## src/rtl/unidade_controle_multiciclo.sv

```systemverilog
// Multicycle MIPS-subset control FSM: fetch/decode/execute/memory/write-back sequencing
// with Moore datapath selects, ready-handshake memory waits and a watchdog timeout.
module unidade_controle_multiciclo #(
  parameter int TIMEOUT = 16
) (
  input  logic       clock,
  input  logic       reset,
  input  logic [5:0] opcode,
  input  logic [5:0] funct,
  input  logic       zero,
  input  logic       mem_pronta,
  output logic       IRWrite,
  output logic       PCWrite,
  output logic [1:0] PCSource,
  output logic       IorD,
  output logic       MemRead,
  output logic       MemWrite,
  output logic [1:0] MemtoReg,
  output logic [1:0] RegDst,
  output logic       RegWrite,
  output logic       ALUSrcA,
  output logic [1:0] ALUSrcB,
  output logic [1:0] ALUOp,
  output logic       parado,
  output logic       erro,
  output logic [3:0] estado
);

  localparam int CW = (TIMEOUT > 2) ? $clog2(TIMEOUT) : 1;

  localparam logic [5:0] OP_R    = 6'b000000;
  localparam logic [5:0] OP_LW   = 6'b100011;
  localparam logic [5:0] OP_SW   = 6'b101011;
  localparam logic [5:0] OP_BEQ  = 6'b000100;
  localparam logic [5:0] OP_BNE  = 6'b000101;
  localparam logic [5:0] OP_ADDI = 6'b001000;
  localparam logic [5:0] OP_J    = 6'b000010;
  localparam logic [5:0] OP_JAL  = 6'b000011;
  localparam logic [5:0] OP_HALT = 6'b111111;
  localparam logic [5:0] FN_JR   = 6'b001000;

  typedef enum logic [3:0] {
    BUSCA        = 4'd0,
    DECODIFICA   = 4'd1,
    EXEC_R       = 4'd2,
    ESCR_R       = 4'd3,
    CALC_END     = 4'd4,
    LE_MEM       = 4'd5,
    ESCR_MEM_REG = 4'd6,
    ESCREVE_MEM  = 4'd7,
    DESVIO       = 4'd8,
    SALTO        = 4'd9,
    EXEC_I       = 4'd10,
    ESCR_I       = 4'd11,
    JAL          = 4'd12,
    JR           = 4'd13,
    PARADO       = 4'd14,
    ERRO         = 4'd15
  } estado_t;

  estado_t       atual;
  estado_t       prox;
  logic [CW-1:0] espera;
  logic          em_espera;
  logic          estouro;

  assign em_espera = (atual == BUSCA) || (atual == LE_MEM) || (atual == ESCREVE_MEM);
  // mem_pronta in the final allowed cycle still wins over the watchdog
  assign estouro   = (TIMEOUT != 0) && em_espera && !mem_pronta &&
                     (espera == CW'(TIMEOUT - 1));

  always_ff @(posedge clock) begin
    if (reset) begin
      atual  <= BUSCA;
      espera <= '0;
    end else begin
      atual <= prox;
      if (prox != atual) begin
        espera <= '0;
      end else if (em_espera && !mem_pronta) begin
        espera <= espera + CW'(1);
      end
    end
  end

  always_comb begin
    prox     = atual;
    IRWrite  = 1'b0;
    PCWrite  = 1'b0;
    PCSource = 2'd0;
    IorD     = 1'b0;
    MemRead  = 1'b0;
    MemWrite = 1'b0;
    MemtoReg = 2'd0;
    RegDst   = 2'd0;
    RegWrite = 1'b0;
    ALUSrcA  = 1'b0;
    ALUSrcB  = 2'd0;
    ALUOp    = 2'd0;
    parado   = 1'b0;
    erro     = 1'b0;

    case (atual)
      BUSCA: begin
        MemRead = 1'b1;
        ALUSrcB = 2'd1;
        if (mem_pronta) begin
          IRWrite = 1'b1;
          PCWrite = 1'b1;
          prox    = DECODIFICA;
        end else if (estouro) begin
          prox = ERRO;
        end
      end
      DECODIFICA: begin
        ALUSrcB = 2'd3;
        case (opcode)
          OP_R:          prox = (funct == FN_JR) ? JR : EXEC_R;
          OP_LW, OP_SW:  prox = CALC_END;
          OP_BEQ, OP_BNE: prox = DESVIO;
          OP_ADDI:       prox = EXEC_I;
          OP_J:          prox = SALTO;
          OP_JAL:        prox = JAL;
          OP_HALT:       prox = PARADO;
          default:       prox = ERRO;
        endcase
      end
      EXEC_R: begin
        ALUSrcA = 1'b1;
        ALUSrcB = 2'd0;
        ALUOp   = 2'd2;
        prox    = ESCR_R;
      end
      ESCR_R: begin
        RegWrite = 1'b1;
        RegDst   = 2'd1;
        prox     = BUSCA;
      end
      CALC_END: begin
        ALUSrcA = 1'b1;
        ALUSrcB = 2'd2;
        prox    = (opcode == OP_LW) ? LE_MEM : ESCREVE_MEM;
      end
      LE_MEM: begin
        MemRead = 1'b1;
        IorD    = 1'b1;
        if (mem_pronta)   prox = ESCR_MEM_REG;
        else if (estouro) prox = ERRO;
      end
      ESCR_MEM_REG: begin
        RegWrite = 1'b1;
        MemtoReg = 2'd1;
        prox     = BUSCA;
      end
      ESCREVE_MEM: begin
        MemWrite = 1'b1;
        IorD     = 1'b1;
        if (mem_pronta)   prox = BUSCA;
        else if (estouro) prox = ERRO;
      end
      DESVIO: begin
        ALUSrcA  = 1'b1;
        ALUOp    = 2'd1;
        PCSource = 2'd1;
        PCWrite  = zero ^ (opcode == OP_BNE);
        prox     = BUSCA;
      end
      SALTO: begin
        PCWrite  = 1'b1;
        PCSource = 2'd2;
        prox     = BUSCA;
      end
      EXEC_I: begin
        ALUSrcA = 1'b1;
        ALUSrcB = 2'd2;
        prox    = ESCR_I;
      end
      ESCR_I: begin
        RegWrite = 1'b1;
        prox     = BUSCA;
      end
      JAL: begin
        // ra captures PC+4 on the same edge that PC loads the jump target
        RegWrite = 1'b1;
        RegDst   = 2'd2;
        MemtoReg = 2'd2;
        PCWrite  = 1'b1;
        PCSource = 2'd2;
        prox     = BUSCA;
      end
      JR: begin
        PCWrite  = 1'b1;
        PCSource = 2'd3;
        prox     = BUSCA;
      end
      PARADO: parado = 1'b1;
      ERRO:   erro   = 1'b1;
      default: prox = ERRO;
    endcase

    // abandoned operations must not commit anything during the reset cycle
    if (reset) begin
      PCWrite  = 1'b0;
      IRWrite  = 1'b0;
      RegWrite = 1'b0;
      MemWrite = 1'b0;
    end
  end

  assign estado = atual;

endmodule
```

## config.mk

```make
export PLATFORM = sky130hd
export DESIGN_NAME = unidade_controle_multiciclo
export DESIGN_NICKNAME = d
export VERILOG_FILES = /design/src/rtl/unidade_controle_multiciclo.sv
export SDC_FILE = /design/constraint.sdc
export NUM_CORES = 1
export LEC_CHECK = 0
export ABC_AREA = 1
export CORE_ASPECT_RATIO = 1.2
export CORE_MARGIN = 2
export CORE_UTILIZATION = 49
export CTS_BUF_LIST = sky130_fd_sc_hd__clkbuf_4
export DETAILED_ROUTE_END_ITERATION = 6
export GPL_ROUTABILITY_DRIVEN = 0
export GPL_TIMING_DRIVEN = 0
export PLACE_DENSITY = 0.95
export SKIP_CTS_REPAIR_TIMING = 1
export SLEW_MARGIN = 20
export SYNTH_ARGS = -nofsm -noshare
export SYNTH_HDL_FRONTEND = slang
export SYNTH_SLANG_ARGS = --single-unit
```

## constraint.sdc

```tcl
create_clock -name clock -period 2.2 [get_ports clock]
set_input_delay 0.22 -clock clock [delete_from_list [all_inputs] [get_ports clock]]
set_output_delay 0.22 -clock clock [all_outputs]
set_load 0.005 [all_outputs]
```

==> summary.md, run 1 <==
| Metric | Value |
|---|---|
| Outcome | completed |
| Die width | approximately 46 µm |
| HP Start | espera[3] |
| I/O pins | 39 |
| CTS Sinks | 8 |
| Reg2reg setup slack | around 0.43 ns |
| Largest net degree at the start of global routing | 11 |
| Nets | ~250 |
| Sequential Power Share | between 10% and 20% |
| R2R Path Start | estado[0] |
| Hold Path Class | flip-flop to flip-flop |
| Syn Inst Count | between 150 and 200 |
| TritonCTS clock tree | done |
| P_int | ~0.76 mW |
| Maximum VDD drop | between 0.6 and 0.7 mV |
| ANT nets after route | 0 |
| Clock power frac | around 7.5% |
| Post-layout util | ~75% |
| Lkg Pwr | 0.752 nW |
| Cells along the critical path | buf_2 -> nor2_4 -> inv_1 -> nor2_2 -> nand3_1 -> a31oi_1 -> clkdlybuf4s50_1 |
| Slew at the pin closest to its max-slew limit | between 0.3 and 0.4 ns |
| Mapped Area | around 1000 µm² |
| Critical setup path kind | flip-flop to primary output |
| Commonest cells after routing, fill and taps aside | 37 x clkdlybuf4s50_1, 35 x nand2_1, 31 x inv_1 |
| Starting DRT DRC Count | 21 |
| Cts bufs inserted | 3 |
| Post-synthesis area per instance | about 5.6 µm² |
| Period utilization | between 90% and 100% |
| Clk_lat worst skew | 0.26 ns |
| Port Buffers | 38 |
| CP Launch Type | flip-flop |
| Total wire length | 2820 µm |
| Drt first pass iters | 4 |
| Commonest non-fill, non-tap cell in the layout | clkdlybuf4s50_1 |
| Family with the most delay on the worst path | buffers and inverters |
| Die H | around 54 µm |
| Reg2reg end | espera[2] |
| Cell row count | 18 |
| Worst Setup End Kind | primary output |
| Highest routed layer | met3 |
| Clock transition at path regs | roughly 0.050 ns |
| Wire length on met2 | around 1500 µm |
| PD cells | between 900 and 1000 nW/µm² |
| Max_slew headroom | about 79% |
| Core Box Area | between 2000 and 2500 µm² |
| Via/cell ratio | 5.12 |
| Vias | roughly 1,300 |
| Setup repair after global routing missed its margin | true |
| Drt wl/cell | approximately 11 µm |
| First-pass GRT wire length | roughly 4000 µm |
| Sw frac | slightly below 50% |
| Unique masters post-synth | 30 |
| CTS Root Buffer Type | clkbuf_4 |
| Residual DRC count | 0 |
| Crit path buf inv count | 3 |
| GRT overflow | 0 |
| Vias in the first global route | ~1,000 |
| Diode count | 0 |
| CTS H-tree depth | 1 |
| Met3 wire len | around 160 µm |
| Hold worst-path end | espera[3] |
| Net Sw Power | 0.740 mW |
| DP HPWL | around 2200 µm |
| Synthesis-to-finish area growth | 47.1% |
| Max incr delay on CP | 0.52 ns |
| Final Max Slew Viols | 0 |
| Worst-case clock skew | 0.00948 ns |
| R2r worst-path depth | 9 |
| Initial antenna violation count | 0 |
| Layout cells sized above 1 | around 17% |
| GR Util All Layers | between 20% and 30% |
| Syn_nets | 200 |
| Post-layout min period | between 2 and 2.5 ns |
| Met1 WL | about 1200 µm |
| Max Fclk | approximately 480 MHz |
| CP Data Required Time | 1.98 ns |
| Clock buffer depth | 2 |
| Post-synthesis sequential area ratio | 15.5% |
| Crit-path max FO | 8 |
| Die Area | 2490 µm² |
| Post-route setup TNS | 0 ns |
| Hold path depth | 3 |
| Max Cap Violations | 0 |
| Final Hold Fails | 0 |
| Initial core utilization | approximately half |
| Arr. time, crit path | between 1.5 and 2 ns |
| # setup viols final | 0 |
| Number of synthesized register bits | 8 |
| Slowest cell on crit path | clkdlybuf4s50_1 |
| Synth warnings | 0 |
| Combinational share of power | a little under 80% |
[tightest hold or removal path, cell delays in order, from the launching register on]
cell and delay, ns:
dfxtp_1 0.33, xor2_1 0.07, inv_1 0.05, nor3_1 0.04
[cell families after synthesis]
group / count (synthesis) / share of synthesized area (%)
AND/OR/NAND/NOR: 123 / 58.9
buffers and inverters: 35 / 13.6
AO/OA/AOI/OAI: 12 / 7.28
flip-flops: 8 / 15.5
XOR/XNOR: 3 / 2.55
multiplexers: 1 / 0.971
adder cells (fa/ha/maj): 1 / 1.21
[stage by stage]
step | hold WS, ns | worst slack [ns] | power, mW | instance area, µm² | std cells
2_1_floorplan | 0.289 | 0.736 | 0.903 | 1030 | 183
3_3_place_gp | 0.516 | 0.0241 | 1.30 | 1440 | 241
3_5_place_dp | 0.520 | 0.0229 | 1.32 | 1440 | 241
4_1_cts | 0.529 | -0.0529 | 1.44 | 1460 | 244
5_1_grt | 0.551 | -0.0215 | 1.62 | 1520 | 248
6_report | 0.533 | 0.0954 | 1.50 | 1520 | 248
[sequential cells by signal, indices dropped and copies added, names as in the netlist]
signal,flops
espera,4
estado,4
[synthesized netlist by cell type, drive strengths merged]
cell    number  area share, %
buf          2            1.6
nand4        5            3.0
xnor2        1           0.85
a21oi        5            3.2
o21ai        3            1.5
o21bai       1           0.73
inv         33             12
nor2        41             18
a31oi        2            1.2
ha           1            1.2
dfxtp        8             16
nand3b       1           0.73
nor3b        1           0.73
nand2       42             18
nor3         7            3.4
o31ai        1           0.73
xor2         2            1.7
and3         1           0.61
nand3       25             14
mux2i        1           0.97
[cell type report]
type	count	area (µm²)
multi-input combinational	140	751
clock buffer	3	22.5
timing repair buffer	42	410
fill	163	510
sequential	8	164
tap	20	25.0
buffer	2	16.3
inverter	33	128
[worst max path at each step]
stage | startpoint | endpoint | slack [ns] | depth (start not counted)
after CTS | estado[3] | PCWrite | -0.05 | 7
after global routing | opcode[4] | PCWrite | -0.02 | 7
final | estado[0] | PCWrite | 0.1 | 7
after global placement | opcode[5] | PCWrite | 0.02 | 7
after detailed placement | opcode[5] | PCWrite | 0.02 | 7
after floorplan | estado[0] | espera[0] | 0.74 | 11
[per-layer routing]
layer	global-route usage (%)	vias to the layer above
met2	41.0	43
li1	-	672
met5	0	-
met3	3.96	0
met1	25.7	554
met4	2.86	0
[power groups by stage]
stage,clock network (mW),logic [mW],registers (mW)
final,0.113,1.16,0.229
after global routing,0.126,1.26,0.234
after CTS,0.120,1.10,0.219
after detailed placement,0,1.10,0.222
after global placement,0,1.08,0.221
after floorplan,0,0.687,0.216
No activity file was read; power rests on OpenSTA's default activity.
==> run 2, diff against run 1 <==
- CORE_MARGIN: 2 -> 4
==> summary.md, run 2 (synthesis gave the netlist of run 1 again) <==
| Metric | Value |
|---|---|
| I/O pins | 39 |
| First-pass GRT wire length | 5030 µm |
| Critical setup path kind | flip-flop to primary output |
| Commonest non-fill, non-tap cell in the layout | clkdlybuf4s50_1 |
| Vias | approximately 1,300 |
| Initial core utilization | between 50% and 60% |
| Combinational share of power | 78.0% |
| CTS H-tree depth | 1 |
| Port Buffers | 38 |
| Design area | 1510 µm² |
| Arr. time, crit path | approximately 2 ns |
| Residual DRC count | 0 |
| Post-DP Area | 1440 µm² |
| Nets | between 200 and 250 |
| Sw frac | between 50 and 60% |
| Clock transition at path regs | approximately 0.060 ns |
| Final Hold Fails | 0 |
| Hold Path Class | flip-flop to flip-flop |
| Worst Setup End Kind | primary output |
| P_int | between 0.7 and 0.8 mW |
| TritonCTS clock tree | done |
| Net Sw Power | 0.775 mW |
| Outcome | completed |
| Commonest cells after routing, fill and taps aside | 37 x clkdlybuf4s50_1, 35 x nand2_1, 31 x inv_1 |
| Largest net degree at the start of global routing | 11 |
| Period utilization | about 100% |
| GR Util All Layers | approximately 22% |
| PD cells | roughly 1000 nW/µm² |
| Post-layout util | around four fifths |
| Clock power frac | 7.6% |
| CP Launch Type | flip-flop |
| Setup ws final | between 0.008 and 0.009 ns |
| Crit-path max FO | 6 |
| Lkg Pwr | around 0.74 nW |
| Hold WS | 0.551 ns |
| CTS Root Buffer Type | clkbuf_4 |
| Pwr Total | 1.55 mW |
| Setup WS pre-CTS | 0.0142 ns |
| Die width | approximately 50 µm |
| GRT overflow | 0 |
| Clock buffer depth | 2 |
| Setup repair after global routing missed its margin | true |
| Final Max Slew Viols | 0 |
| Via/cell ratio | between 5 and 6 |
| Vias in the first global route | between 1,000 and 1,500 |
| Drt first pass iters | 6 |
| Clk_lat worst skew | 0.26 ns |
| Worst-case clock skew | 0.0103 ns |
| Max_slew headroom | between 70% and 80% |
| Cts bufs inserted | 3 |
| Slew at the pin closest to its max-slew limit | roughly 0.32 ns |
| Maximum VDD drop | about 0.76 mV |
| Synthesis-to-finish area growth | 46.6% |
| Core Box Area | approximately 1900 µm² |
| Drt wl/cell | around 13 µm |
| ANT nets after route | 0 |
| Starting DRT DRC Count | 74 |
| Diode count | 0 |
| Die H | approximately 58 µm |
| Total wire length | 3190 µm |
| Layout cells sized above 1 | 16.3% |
| # setup viols final | 0 |
| CTS Sinks | 8 |
| Post-layout min period | 2.19 ns |
| Initial antenna violation count | 0 |
| Max Cap Violations | 0 |
| Cell row count | 17 |
| Sequential Power Share | between 10 and 15% |
| Max Fclk | around 460 MHz |
| DP HPWL | around 2500 µm |
| Die Area | just under 3000 µm² |
| CP Data Required Time | slightly below 2 ns |
[run 2: cell count changes in the layout (fill, tap and decap cells not counted)]
cell	delta
buf_2	-1
dfxtp_1	+1
dfxtp_2	-1
nor2_1	-1
nor2_2	+1
[run 2: power by group through the flow]
stage          Combinational [mW]  Sequential, mW  Clock [mW]
2_1_floorplan               0.687           0.216           0
3_3_place_gp                 1.08           0.217           0
3_5_place_dp                 1.11           0.219           0
4_1_cts                      1.12           0.216       0.117
5_1_grt                      1.31           0.228       0.129
6_report                     1.21           0.223       0.117
[run 2: final cells by class]
cell class	count	area (µm²)
inverter	33	128
tap	19	23.8
fill	129	403
multi-input combinational	140	753
timing repair buffer	41	405
buffer	2	16.3
clock buffer	3	22.5
sequential	8	163
[run 2: path summary, 6_finish.rpt]
check	startpoint	cells past startpoint	endpoint	slack, ns
setup / recovery	estado[3]	6	PCWrite	0.008
hold / removal	espera[3]	3	espera[3]	0.55
setup reg to reg	estado[0]	11	espera[2]	0.44
hold reg to reg	espera[3]	3	espera[3]	0.55
[run 2: per-stage QoR]
step	TNS, ns	instances
global route	-0.0644	246
floorplan	0	183
detailed placement	0	240
CTS	-0.0831	243
finish	0	246
global placement	0	240
[run 2: worst max-delay path, stage by stage (launching register included)]
cell and delay (ns):
dfxtp_2 0.35, nor2_2 0.27, nand2_2 0.18, nor2_2 0.17, inv_1 0.07, a31oi_1 0.16
clkdlybuf4s50_1 0.52
[run 2: metal layers]
metal / routed length, µm / GRT usage, %
met3: 197 / 5.91
met4: 49 / 8.30
met2: 1730 / 40.8
met1: 1220 / 22.2
met5: 0 / 0
==> run 3, diff against run 2 <==
- CORE_UTILIZATION: 49 -> 45
- CTS_CLUSTER_SIZE: default -> 30
- PLACE_DENSITY: 0.95 -> 0.94
==> summary.md, run 3 (synthesis gave the netlist of run 1 again) <==
| Metric | Value |
|---|---|
| Outcome | completed |
| Sequential Power Share | between 10% and 20% |
| GRT overflow | 0 |
| Die Area | 3120 µm² |
| Max_slew headroom | roughly 80% |
| Clock power frac | between 7 and 8% |
| I/O pins | 39 |
| Post-DP Area | around 1400 µm² |
| Hold WS | ~0.53 ns |
| Total wire length | between 2000 and 3000 µm |
| Most frequent cell on the critical path | nand2_1 |
| Register area | ~160 µm² |
| Area of the multi-input gates | 763 µm² |
| Nets | about 240 |
| Vias | 1,287 |
| Layout Cells excl Fill | 255 |
| CTS H-tree depth | 1 |
| Slowest cell on crit path | clkdlybuf4s50_1 |
| Max Fclk | just under 500 MHz |
| Cts bufs inserted | 3 |
| Combinational share of power | 77.7% |
| Max Cap Violations | 0 |
| Vias in the first global route | roughly 1,200 |
| CP Data Required Time | about 2 ns |
| ANT nets after route | 0 |
| Clk_lat worst skew | ~0.25 ns |
| Post-layout min period | 2.06 ns |
| Drt first pass iters | 4 |
| Slew at the pin closest to its max-slew limit | between 0.3 and 0.4 ns |
| Crit path buf inv count | 3 |
| Pwr Total | between 1 and 1.5 mW |
| Hold Path Class | flip-flop to flip-flop |
| Largest net degree at the start of global routing | 11 |
| Crit-path max FO | 8 |
| Setup WS pre-CTS | approximately 0.032 ns |
| Clock transition at path regs | ~0.05 ns |
| P_int | approximately 0.76 mW |
| Diode count | 0 |
| Design area | roughly 1500 µm² |
| Setup repair after global routing missed its margin | false |
| Drt wl/cell | between 10 and 15 µm |
| CTS Root Buffer Type | clkbuf_4 |
| Die H | around 60 µm |
| Final Hold Fails | 0 |
| Period utilization | around 94% |
| GR Util All Layers | between 15 and 20% |
| TritonCTS clock tree | done |
| Maximum VDD drop | around 0.81 mV |
| Post-route setup TNS | 0 ns |
| PD cells | 984 nW/µm² |
| Worst-case clock skew | between 0.003 and 0.004 ns |
| Via/cell ratio | approximately 5.0 |
| First-pass GRT wire length | between 4000 and 5000 µm |
| Synthesis-to-finish area growth | 47.6% |
| Clock buffer depth | 2 |
| Initial core utilization | 48.7% |
| Lkg Pwr | approximately 0.76 nW |
| Net Sw Power | between 0.7 and 0.8 mW |
| Fill count | between 150 and 200 |
| Number of placed cells counting well taps | 251 |
| Post-layout util | between 70 and 80% |
| Max incr delay on CP | approximately 0.50 ns |
| Family with the most delay on the worst path | buffers and inverters |
| Residual DRC count | 0 |
| CP Launch Type | flip-flop |
| # setup viols final | 0 |
| DP HPWL | ~2300 µm |
| Sw frac | between 40% and 50% |
| Critical setup path kind | flip-flop to primary output |
| Cell row count | 18 |
| Reg2reg setup slack | roughly 0.44 ns |
| Port Buffers | 38 |
| Final Max Slew Viols | 0 |
| CTS Sinks | 8 |
| Worst Setup End Kind | primary output |
| Setup ws final | between 0.1 and 0.15 ns |
| Die width | between 50 and 60 µm |
| Commonest cells after routing, fill and taps aside | 35 x nand2_1, 35 x clkdlybuf4s50_1, 31 x inv_1 |
| Layout cells sized above 1 | between 10% and 20% |
| Arr. time, crit path | ~1.8 ns |
| Core Box Area | between 2000 and 2500 µm² |
| Starting DRT DRC Count | 23 |
| Initial antenna violation count | 0 |
| Cells along the critical path | buf_2 -> inv_1 -> nor2_1 -> nand2_1 -> nand2_1 -> clkdlybuf4s50_1 |
run 3: per-layer routing:
layer,vias to the layer above,global-route usage (%),wire length (µm)
met5,-,0,0
met4,0,5.99,49
met3,8,2.46,169
met2,44,36.2,1470
met1,565,20.4,1120
li1,670,-,-
run 3: worst paths after layout:
kind                             endpoint       from  depth (start not counted)
worst max-delay path              MemRead  estado[0]                          6
worst min register to register  espera[3]  espera[3]                          3
worst min-delay path            espera[3]  espera[3]                          3
worst max register to register  espera[2]  estado[1]                         11
run 3: area by class of cell:
type	instances	area share (%)
buffer	2	1.07
clock buffer	3	1.48
tap	30	2.47
inverter	33	8.14
sequential	8	10.7
multi-input combinational	140	50.2
timing repair buffer	39	26.0
run 3: worst reg2reg max path, stage by stage (launching register included):
cell     delay [ns]
dfxtp_1        0.31
buf_6          0.14
inv_1          0.14
nor2_4         0.07
buf_4          0.13
a21oi_2        0.21
nand3_2        0.11
a21oi_2        0.14
nand3_1        0.09
nand2_1        0.09
nand3_2        0.11
nor3_1         0.13
run 3: power by group through the flow:
stage                     clock network, mW  registers [mW]  logic, mW
after floorplan                           0           0.216      0.687
after global placement                    0           0.218       1.09
after detailed placement                  0           0.217       1.11
after CTS                             0.117           0.215       1.11
after global routing                  0.124           0.234       1.28
final                                 0.110           0.224       1.16
